===== src/rtl/apb_uart_bridge.sv =====
// APB slave that maps TXDATA/RXDATA/STATUS onto UART FIFO push/pop strobes.
// Optional IRQ_EN register and irq output are built when UART_BRIDGE_IRQ_EN is defined.
module apb_uart_bridge #(
    parameter int unsigned WAIT_STATES = 1,
    parameter logic [31:0] ADDR_BASE   = 32'h0000_0000
) (
    input  logic        PCLK,
    input  logic        PRESET,
    input  logic        PSEL,
    input  logic        PENABLE,
    input  logic        PWRITE,
    input  logic [31:0] PADDR,
    input  logic [31:0] PWDATA,
    output logic [31:0] PRDATA,
    output logic        PREADY,
    output logic        PSLVERR,
    output logic        wr_uart,
    output logic [7:0]  w_data,
    output logic        rd_uart,
    input  logic [7:0]  r_data,
    input  logic        tx_full,
`ifdef UART_BRIDGE_IRQ_EN
    output logic        irq,
`endif
    input  logic        rx_empty
);
    typedef enum logic [1:0] {S_IDLE = 2'd0, S_SETUP = 2'd1, S_ACCESS = 2'd2} state_t;

    localparam logic [2:0] WS = 3'(WAIT_STATES);

    state_t      r_state;
    state_t      w_state_nxt;
    logic [2:0]  r_cnt;
    logic [2:0]  w_cnt_nxt;
    logic        w_complete;
    logic [31:0] w_off;
    logic        w_err;
    logic        w_wr;
    logic        w_rd;
    logic [31:0] w_rdata;
    logic [31:0] r_prdata;
    logic        r_pready;
    logic        r_pslverr;
    logic        r_wr;
    logic [7:0]  r_wdata;
    logic        r_rd;
    logic        w_unused_pwdata;
`ifdef UART_BRIDGE_IRQ_EN
    logic        w_irq_we;
    logic [1:0]  r_irq_en;
    logic        r_irq;
`endif

    assign w_unused_pwdata = ^PWDATA[31:8];

    // Next-state and wait-counter logic
    always_comb begin
        w_state_nxt = r_state;
        w_cnt_nxt   = r_cnt;
        case (r_state)
            S_IDLE: begin
                if (PSEL && !PENABLE) begin
                    w_state_nxt = S_SETUP;
                end else begin
                    w_state_nxt = S_IDLE;
                end
            end
            S_SETUP: begin
                w_state_nxt = S_ACCESS;
                w_cnt_nxt   = 3'd0;
            end
            S_ACCESS: begin
                if (r_cnt == WS) begin
                    w_state_nxt = (PSEL && !PENABLE) ? S_SETUP : S_IDLE;
                    w_cnt_nxt   = 3'd0;
                end else if (!PSEL) begin
                    w_state_nxt = S_IDLE;
                    w_cnt_nxt   = 3'd0;
                end else begin
                    w_cnt_nxt   = r_cnt + 3'd1;
                end
            end
            default: begin
                w_state_nxt = S_IDLE;
                w_cnt_nxt   = 3'd0;
            end
        endcase
        // Outputs are registered, so the completion cycle is decided one edge ahead
        w_complete = (w_state_nxt == S_ACCESS) && (w_cnt_nxt == WS);
    end

    // Register-map decode of the current transfer
    always_comb begin
        w_off   = PADDR - ADDR_BASE;
        w_err   = 1'b0;
        w_wr    = 1'b0;
        w_rd    = 1'b0;
        w_rdata = 32'h0000_0000;
`ifdef UART_BRIDGE_IRQ_EN
        w_irq_we = 1'b0;
`endif
        if ((w_off[1:0] != 2'b00) || (w_off[31:4] != 28'h0000000)) begin
            w_err = 1'b1;
        end else begin
            case (w_off[3:2])
                2'd0: begin
                    if (PWRITE && !tx_full) begin
                        w_wr = 1'b1;
                    end else begin
                        w_err = 1'b1;
                    end
                end
                2'd1: begin
                    if (!PWRITE && !rx_empty) begin
                        w_rd    = 1'b1;
                        w_rdata = {24'h000000, r_data};
                    end else begin
                        w_err = 1'b1;
                    end
                end
                2'd2: begin
                    if (!PWRITE) begin
                        w_rdata = {30'h00000000, tx_full, rx_empty};
                    end else begin
                        w_err = 1'b1;
                    end
                end
                2'd3: begin
`ifdef UART_BRIDGE_IRQ_EN
                    if (PWRITE) begin
                        w_irq_we = 1'b1;
                    end else begin
                        w_rdata = {30'h00000000, r_irq_en};
                    end
`else
                    w_err = 1'b1;
`endif
                end
                default: begin
                    w_err = 1'b1;
                end
            endcase
        end
    end

    // FSM state and wait counter
    always_ff @(posedge PCLK or posedge PRESET) begin
        if (PRESET) begin
            r_state <= S_IDLE;
            r_cnt   <= 3'd0;
        end else begin
            r_state <= w_state_nxt;
            r_cnt   <= w_cnt_nxt;
        end
    end

    // Registered APB response and FIFO strobes
    always_ff @(posedge PCLK or posedge PRESET) begin
        if (PRESET) begin
            r_prdata  <= 32'h0000_0000;
            r_pready  <= 1'b0;
            r_pslverr <= 1'b0;
            r_wr      <= 1'b0;
            r_wdata   <= 8'h00;
            r_rd      <= 1'b0;
        end else begin
            r_pready  <= w_complete;
            r_pslverr <= w_complete && w_err;
            r_wr      <= w_complete && w_wr;
            r_wdata   <= (w_complete && w_wr) ? PWDATA[7:0] : 8'h00;
            r_rd      <= w_complete && w_rd;
            if (w_complete && !PWRITE) begin
                r_prdata <= w_rdata;
            end else begin
                r_prdata <= r_prdata;
            end
        end
    end

`ifdef UART_BRIDGE_IRQ_EN
    // Interrupt enable register and registered interrupt request
    always_ff @(posedge PCLK or posedge PRESET) begin
        if (PRESET) begin
            r_irq_en <= 2'b00;
            r_irq    <= 1'b0;
        end else begin
            if (w_complete && w_irq_we) begin
                r_irq_en <= PWDATA[1:0];
            end else begin
                r_irq_en <= r_irq_en;
            end
            r_irq <= (r_irq_en[0] & ~rx_empty) | (r_irq_en[1] & ~tx_full);
        end
    end

    assign irq = r_irq;
`endif

    assign PRDATA  = r_prdata;
    assign PREADY  = r_pready;
    assign PSLVERR = r_pslverr;
    assign wr_uart = r_wr;
    assign w_data  = r_wdata;
    assign rd_uart = r_rd;
endmodule


===== config.mk =====
export PLATFORM = sky130hd
export DESIGN_NAME = apb_uart_bridge
export DESIGN_NICKNAME = d
export VERILOG_FILES = /design/src/rtl/apb_uart_bridge.sv
export SDC_FILE = /design/constraint.sdc
export NUM_CORES = 1
export LEC_CHECK = 0
export ABC_AREA = 0
export CAP_MARGIN = 10
export CORE_ASPECT_RATIO = 0.7
export CORE_UTILIZATION = 35
export DETAILED_ROUTE_END_ITERATION = 10
export PLACE_DENSITY = 0.84
export SLEW_MARGIN = 25
export SYNTH_ARGS = -nofsm -noshare
export SYNTH_HDL_FRONTEND = slang
export SYNTH_SLANG_ARGS = --single-unit

===== constraint.sdc =====
create_clock -name PCLK -period 4.2 [get_ports PCLK]
set_clock_uncertainty 0.05 [all_clocks]
set_input_delay 0.42 -clock PCLK [delete_from_list [all_inputs] [get_ports PCLK]]
set_output_delay 0.42 -clock PCLK [all_outputs]
set_load 0.01 [all_outputs]

==> results.ini, run 1 <==
[run_status]
status = finished, final reports clean

[timing]
finalCritPeriodShare = 0.557
slew-limit-headroom = 0.641
final-max-slew-violation-count = 0
finalHoldViolCount = 0
max_slew.worst_pin.slew_ns = 0.537
totalNegativeSetupSlack_ns = 0
timing.final.ws_setup_ns = 1.86
fmaxAchievable_mhz = 428
finalSetupViolCount = 0
unrepaired_setup_endpoints_after_global_routing = no
timing.final.crit_period_ns = 2.34

[yosys]
synth.distinct_cells = 32
synth.top_cells.by_area = sky130_fd_sc_hd__dfrtp_1 (43%), sky130_fd_sc_hd__buf_4 (12%), sky130_fd_sc_hd__ha_1 (6.0%)
synth.cell_area_um2 = 1460
synth.yosys.seq_area_share = 0.429
yosysWarnings = 0
synthCells = 151
yosysTopAreaCell = sky130_fd_sc_hd__dfrtp_1
ys_seq_elements = 25
post-synth-top-area-fraction = 0.429
syn_area_per_cell_um2 = 9.66

[finish]
fillerInstances = 375
areaGrowthSynthToFinish_pct = 50.0
fraction_of_final_layout_cells_sized_beyond_drive_strength_1 = 0.0359
layout_commonest_cell = sky130_fd_sc_hd__clkdlybuf4s50_1
final_cell_count_no_fill = 275
antenna-diode-count = 0
final_cell_mix = sky130_fd_sc_hd__clkdlybuf4s50_1 (74), sky130_fd_sc_hd__dfrtp_1 (25), sky130_fd_sc_hd__conb_1 (24)
final_net_count = 310

[routing]
routed_wire_length_per_instance_um = 12.1
first_pass_iters = 4
drt_drc_violations_left = 0
post_detailed_routing_wire_length_um = 3330
via_count = 1233
first_iter_violations = 53
vias_per_cell = 4.48
route.antenna.remaining_nets = 0

[clock_tree]
cts.hold.buffers_added = 0
cts.clk_slew.worst_paths_ns = 0.08
cts_setup_buffers = 0
tritoncts = yes
clock-sinks = 25
tritoncts.num_buffers = 3
clockBufferDepth = 2
clk-insertion-delay-late_ns = 0.26
post_cts_resized = 0
maximum_level_of_the_cts_h_tree = 1
cts_root_buf = sky130_fd_sc_hd__clkbuf_8

[run]
max_cap_viol_count = 0

[floorplan]
floorplan.initialDensity = 0.370
io_pins = 123
std_cell_rows = 19
coreArea_um2 = 3950
die_x_extent_um = 79.2
floorplan.die.height_um = 56.0
die_area_um2 = 4430

[grt]
grt-ovfl-total = 0
antenna_violations_before_repair = 0
first_global_vias = 1100
grt_pass1_wl_um = 5200
pin_count_of_the_biggest_net_entering_global_routing = 26
grtUsageTotal = 0.151

[placed_design]
pre_cts_slack_ns = 1.73
placedCellCount = 271
port_buffer_count = 74
dp_wirelength_um = 2640
finalWeightedCongestion = 0.767

[power_and_ir_drop]
power-per-cell-area_nw_per_um2 = 254
power.ir.vdd_worst_mv = 0.137
static-leakage-power_nw = 0.970

[worst_hold_path]
hp-class = flop to flop

[worst_setup_path]
crit_arrival_ns = 2.44
worst_setup_path_category = flop to flop
required_ns = 4.30
worst_setup_path_start_kind = flop
worstPathMaxFanout = 16
cp-end-kind = flop

## layer usage
metal,up-vias,global-route usage,share of wire
met5,-,0,0
met4,0,0.0312,0.012
met3,6,0.0426,0.064
met2,51,0.238,0.46
met1,546,0.207,0.47
li1,630,-,-
## registers in the layout, summed over array words and instances (netlist names)
signal   cells
r_cnt        3
w_data       8
r_state      2
PRDATA       8
rd_uart      1
PSLVERR      1
PREADY       1
wr_uart      1
## per-stage QoR
step                hold slack [ns]  cell area [um^2]  utilization  power [W]
floorplan                     0.397              1550            -   0.000365
global placement              0.410              2140        0.543   0.000419
detailed placement            0.415              2140        0.543   0.000423
CTS                           0.434              2190        0.555   0.000561
global route                  0.457              2190        0.555   0.000593
finish                        0.431              2190        0.555   0.000556
## logic make-up (layout without fill, tap and decap cells)
| family | Yosys count | in the layout | synth area share |
|---|---|---|---|
| adders and majority gates | 7 | 7 | 0.0600 |
| other | 1 | 24 | 0.00257 |
| DFF | 25 | 25 | 0.429 |
| buffers and inverters | 38 | 87 | 0.166 |
| and+or+nand+nor | 59 | 59 | 0.234 |
| AOI/OAI and AO/OA | 21 | 21 | 0.109 |
## where the power goes
| group | internal, W | switching (W) |
|---|---|---|
| clock network | 0.0000676 | 0.0000700 |
| logic | 0.0000810 | 0.0000677 |
| registers | 0.000254 | 0.0000161 |
## critical path, stage by stage (launching register included)
cell,delay (ns)
sky130_fd_sc_hd__dfrtp_1,0.43
sky130_fd_sc_hd__ha_1,0.26
sky130_fd_sc_hd__or3_1,0.40
sky130_fd_sc_hd__a2111o_1,0.64
sky130_fd_sc_hd__o41ai_1,0.44
## cell type report
| cell class | instances | area [um^2] | share of cell area |
|---|---|---|---|
| clock buffer | 4 | 45.0 | 0.0206 |
| inverter | 9 | 33.8 | 0.0154 |
| multi-input combinational | 111 | 678 | 0.310 |
| sequential | 25 | 626 | 0.286 |
| tap | 52 | 65.1 | 0.0297 |
| timing repair buffer | 74 | 741 | 0.338 |
## final timing paths
| path | startpoint | endpoint | slack [ns] | cells after the start |
|---|---|---|---|---|
| setup / recovery | r_cnt[0]$_DFF_PP0_ | PRDATA[2]$_DFFE_PP0P_ | 1.86 | 4 |
| hold / removal | PRDATA[3]$_DFFE_PP0P_ | PRDATA[3]$_DFFE_PP0P_ | 0.43 | 2 |
| setup reg to reg | r_cnt[0]$_DFF_PP0_ | PRDATA[2]$_DFFE_PP0P_ | 1.86 | 4 |
| hold reg to reg | PRDATA[3]$_DFFE_PP0P_ | PRDATA[3]$_DFFE_PP0P_ | 0.43 | 2 |
| max in group asynchronous | PRESET | r_cnt[2]$_DFF_PP0_ | 3.30 | 2 |
| min in group asynchronous | PRESET | r_cnt[1]$_DFF_PP0_ | 0.46 | 2 |
## cell usage after synthesis
library cell	n
sky130_fd_sc_hd__and4_1	8
sky130_fd_sc_hd__nor4_1	7
sky130_fd_sc_hd__o21ai_0	4
sky130_fd_sc_hd__a211o_1	1
sky130_fd_sc_hd__and3_1	1
sky130_fd_sc_hd__nor3_1	2
sky130_fd_sc_hd__buf_2	1
sky130_fd_sc_hd__a21oi_1	4
sky130_fd_sc_hd__o41ai_1	6
sky130_fd_sc_hd__nor3_4	1
sky130_fd_sc_hd__nand3b_1	1
sky130_fd_sc_hd__conb_1	1
sky130_fd_sc_hd__nand2_1	20
sky130_fd_sc_hd__o22ai_1	1
sky130_fd_sc_hd__dfrtp_1	25
sky130_fd_sc_hd__o31ai_2	2
sky130_fd_sc_hd__or2_1	1
sky130_fd_sc_hd__buf_6	1
sky130_fd_sc_hd__a211oi_1	2
sky130_fd_sc_hd__buf_4	24
sky130_fd_sc_hd__nand4b_1	2
sky130_fd_sc_hd__nand2b_1	4
sky130_fd_sc_hd__nand3_1	1
sky130_fd_sc_hd__nand4_1	3
sky130_fd_sc_hd__a2111o_1	1
sky130_fd_sc_hd__nor2b_1	1
sky130_fd_sc_hd__nor2_1	5
sky130_fd_sc_hd__inv_1	9
sky130_fd_sc_hd__clkbuf_1	3
sky130_fd_sc_hd__ha_1	7
sky130_fd_sc_hd__or3_1	1
sky130_fd_sc_hd__or3b_2	1
Note: power is estimated with default switching activity, not from simulation.
==> run 2, diff against run 1 <==
--- a/config.mk
+++ b/config.mk
@@ -8,9 +8,9 @@
 export ABC_AREA = 0
 export CAP_MARGIN = 10
 export CORE_ASPECT_RATIO = 0.7
-export CORE_UTILIZATION = 35
+export CORE_UTILIZATION = 32
 export DETAILED_ROUTE_END_ITERATION = 10
-export PLACE_DENSITY = 0.84
+export PLACE_DENSITY = 0.77
 export SLEW_MARGIN = 25
 export SYNTH_ARGS = -nofsm -noshare
 export SYNTH_HDL_FRONTEND = slang
==> constraint.sdc (replaced) <==
create_clock -name PCLK -period 2.25 [get_ports PCLK]
set_clock_uncertainty 0.05 [all_clocks]
set_input_delay 0.225 -clock PCLK [delete_from_list [all_inputs] [get_ports PCLK]]
set_output_delay 0.225 -clock PCLK [all_outputs]
set_load 0.01 [all_outputs]
==> run 2 against run 1 <==
Compared with the run above: via count increased by 6.8%; wire length increased by 5.9%; global-route usage decreased by 0.83 points; clock power increased by 91%; sequential share of layout area decreased by 1.7 points; sequential power increased by 87%; maximum frequency increased by 6.8%; flip-flop and latch count unchanged; highest routed layer unchanged; final cell count increased by 5.1%; die area increased by 9.1%; count of clock-buffer cells in the layout decreased by 1.
==> results.ini, run 2 (synthesis gave the netlist of run 1 again) <==
[timing]
final-max-slew-violation-count = 0
finalSetupViolCount = 0
unrepaired_setup_endpoints_after_global_routing = yes
timing.final.ws_setup_ns = 0.0601
timing.final.crit_period_ns = 2.19
fmaxAchievable_mhz = 457
finalCritPeriodShare = 0.973
hold-worst-slack_ns = 0.254
finalHoldViolCount = 0

[worst_setup_path]
required_ns = 2.38
worst_setup_path_start_kind = flop
worstPathCellList = ha_2 -> or3_4 -> a2111o_2 -> buf_4 -> buf_4 -> o31ai_4
worstPathMaxFanout = 5
worst_path_max_delay_cell = sky130_fd_sc_hd__a2111o_2
crit_arrival_ns = 2.32
slowest_delay_ns = 0.50
critPathMostFrequentCell = sky130_fd_sc_hd__buf_4
worst_path_dominant_cell_family = compound AO/OA/AOI/OAI gates
cp-end-kind = flop
worst_setup_path_category = flop to flop
critical_path.n_buffers_inverters = 2

[floorplan]
io_pins = 123
die_x_extent_um = 82.7
coreArea_um2 = 4350
floorplan.initialDensity = 0.335
std_cell_rows = 20
floorplan.die.height_um = 58.5
die_area_um2 = 4840

[run]
max_cap_viol_count = 0

[finish]
fillerInstances = 417
final_cell_mix = sky130_fd_sc_hd__clkdlybuf4s50_1 (74), sky130_fd_sc_hd__dfrtp_1 (25), sky130_fd_sc_hd__conb_1 (24)
layout_commonest_cell = sky130_fd_sc_hd__clkdlybuf4s50_1
final_net_count = 321
utilization_of_the_core_after_routing = 0.534
fraction_of_final_layout_cells_sized_beyond_drive_strength_1 = 0.115
areaGrowthSynthToFinish_pct = 59.4
antenna-diode-count = 0
final_area_um2 = 2330

[worst_hold_path]
hp-class = primary input to asynchronous set/reset pin

[grt]
grt-ovfl-total = 0
grtUsageTotal = 0.143
grt_pass1_wl_um = 5210
pin_count_of_the_biggest_net_entering_global_routing = 26
first_global_vias = 1156
antenna_violations_before_repair = 0

[clock_tree]
cts.clk_slew.worst_paths_ns = 0.09
maximum_level_of_the_cts_h_tree = 1
clk-insertion-delay-late_ns = 0.27
clockBufferDepth = 2
tritoncts = yes
tritoncts.num_buffers = 3
clock-sinks = 25
cts_root_buf = sky130_fd_sc_hd__clkbuf_8

[routing]
routed_wire_length_per_instance_um = 12.2
post_detailed_routing_wire_length_um = 3530
vias_per_cell = 4.56
route.antenna.remaining_nets = 0
first_iter_violations = 66
first_pass_iters = 4
via_count = 1317
drt_drc_violations_left = 0

[placed_design]
port_buffer_count = 74
detailed_place.area_um2 = 2200
pre_cts_slack_ns = -0.0569
finalWeightedCongestion = 0.755
dp_wirelength_um = 2730

[power_and_ir_drop]
static-leakage-power_nw = 1.05
power-per-cell-area_nw_per_um2 = 467
power.ir.vdd_worst_mv = 0.267

[run_status]
status = finished, final reports clean

## run 2: cell types whose count changed in the layout (fill, tap and decap cells not counted), moves of 2 or more
| cell | delta |
|---|---|
| sky130_fd_sc_hd__buf_4 | +9 |
| sky130_fd_sc_hd__o41ai_1 | -5 |
| sky130_fd_sc_hd__o41ai_2 | +5 |
| sky130_fd_sc_hd__buf_2 | +2 |
## run 2: what timing repair did
action | 4_1_cts | 5_1_grt
setup buffers | 0 | 4
gates resized for setup | 1 | 9
hold buffers | 0 | 0
pin swaps | 1 | 1
endpoints found under the setup margin | 6 | 6
## run 2: worst register-to-register path, stage by stage, from the launching register on
cell                       delay, ns
sky130_fd_sc_hd__dfrtp_1        0.43
sky130_fd_sc_hd__ha_2           0.22
sky130_fd_sc_hd__or3_4          0.39
sky130_fd_sc_hd__a2111o_2       0.50
sky130_fd_sc_hd__buf_4          0.17
sky130_fd_sc_hd__buf_4          0.13
sky130_fd_sc_hd__o31ai_4        0.22
## run 2: worst paths after layout
kind	start	depth (start not counted)	slack [ns]	end
worst max-delay path	r_cnt[0]$_DFF_PP0_	6	0.06	PRDATA[1]$_DFFE_PP0P_
worst min-delay path	PRESET	3	0.25	PSLVERR$_DFF_PP0_
worst max register to register	r_cnt[0]$_DFF_PP0_	6	0.06	PRDATA[1]$_DFFE_PP0P_
worst min register to register	PRDATA[4]$_DFFE_PP0P_	2	0.44	PRDATA[4]$_DFFE_PP0P_
max in group asynchronous	PRESET	3	1.66	w_data[7]$_DFF_PP0_
min in group PCLK	PRDATA[4]$_DFFE_PP0P_	2	0.44	PRDATA[4]$_DFFE_PP0P_
## run 2: routing by layer
metal | vias up | share of wire | GRT usage
met4 | 0 | 0.0037 | 0.0222
li1 | 651 | - | -
met5 | - | 0 | 0
met2 | 43 | 0.45 | 0.226
met1 | 621 | 0.47 | 0.188
met3 | 2 | 0.071 | 0.0558
## run 2: layout make-up
cell class              count  area [um^2]  share of cell area
clock buffers               3         41.3              0.0178
clock inverters             1         5.00             0.00215
inverters                   9         33.8              0.0145
multi-input cells         111          733               0.315
flip-flops and latches     25          626               0.269
well taps                  55         68.8              0.0296
repair buffers             85          818               0.352
## run 2: per-stage QoR
stage | setup TNS (ns) | instances | total power [W]
2_1_floorplan | 0 | 174 | 0.000682
3_3_place_gp | 0 | 281 | 0.000797
3_5_place_dp | -0.275 | 281 | 0.000805
4_1_cts | 0 | 285 | 0.00107
5_1_grt | -0.155 | 289 | 0.00115
6_report | 0 | 289 | 0.00109
## run 2: power by group
group,switching [W],total [W],internal [W]
Clock,0.000139,0.000263,0.000124
Sequential,0.0000302,0.000504,0.000474
Combinational,0.000141,0.000319,0.000178
Total,0.000311,0.00109,0.000776
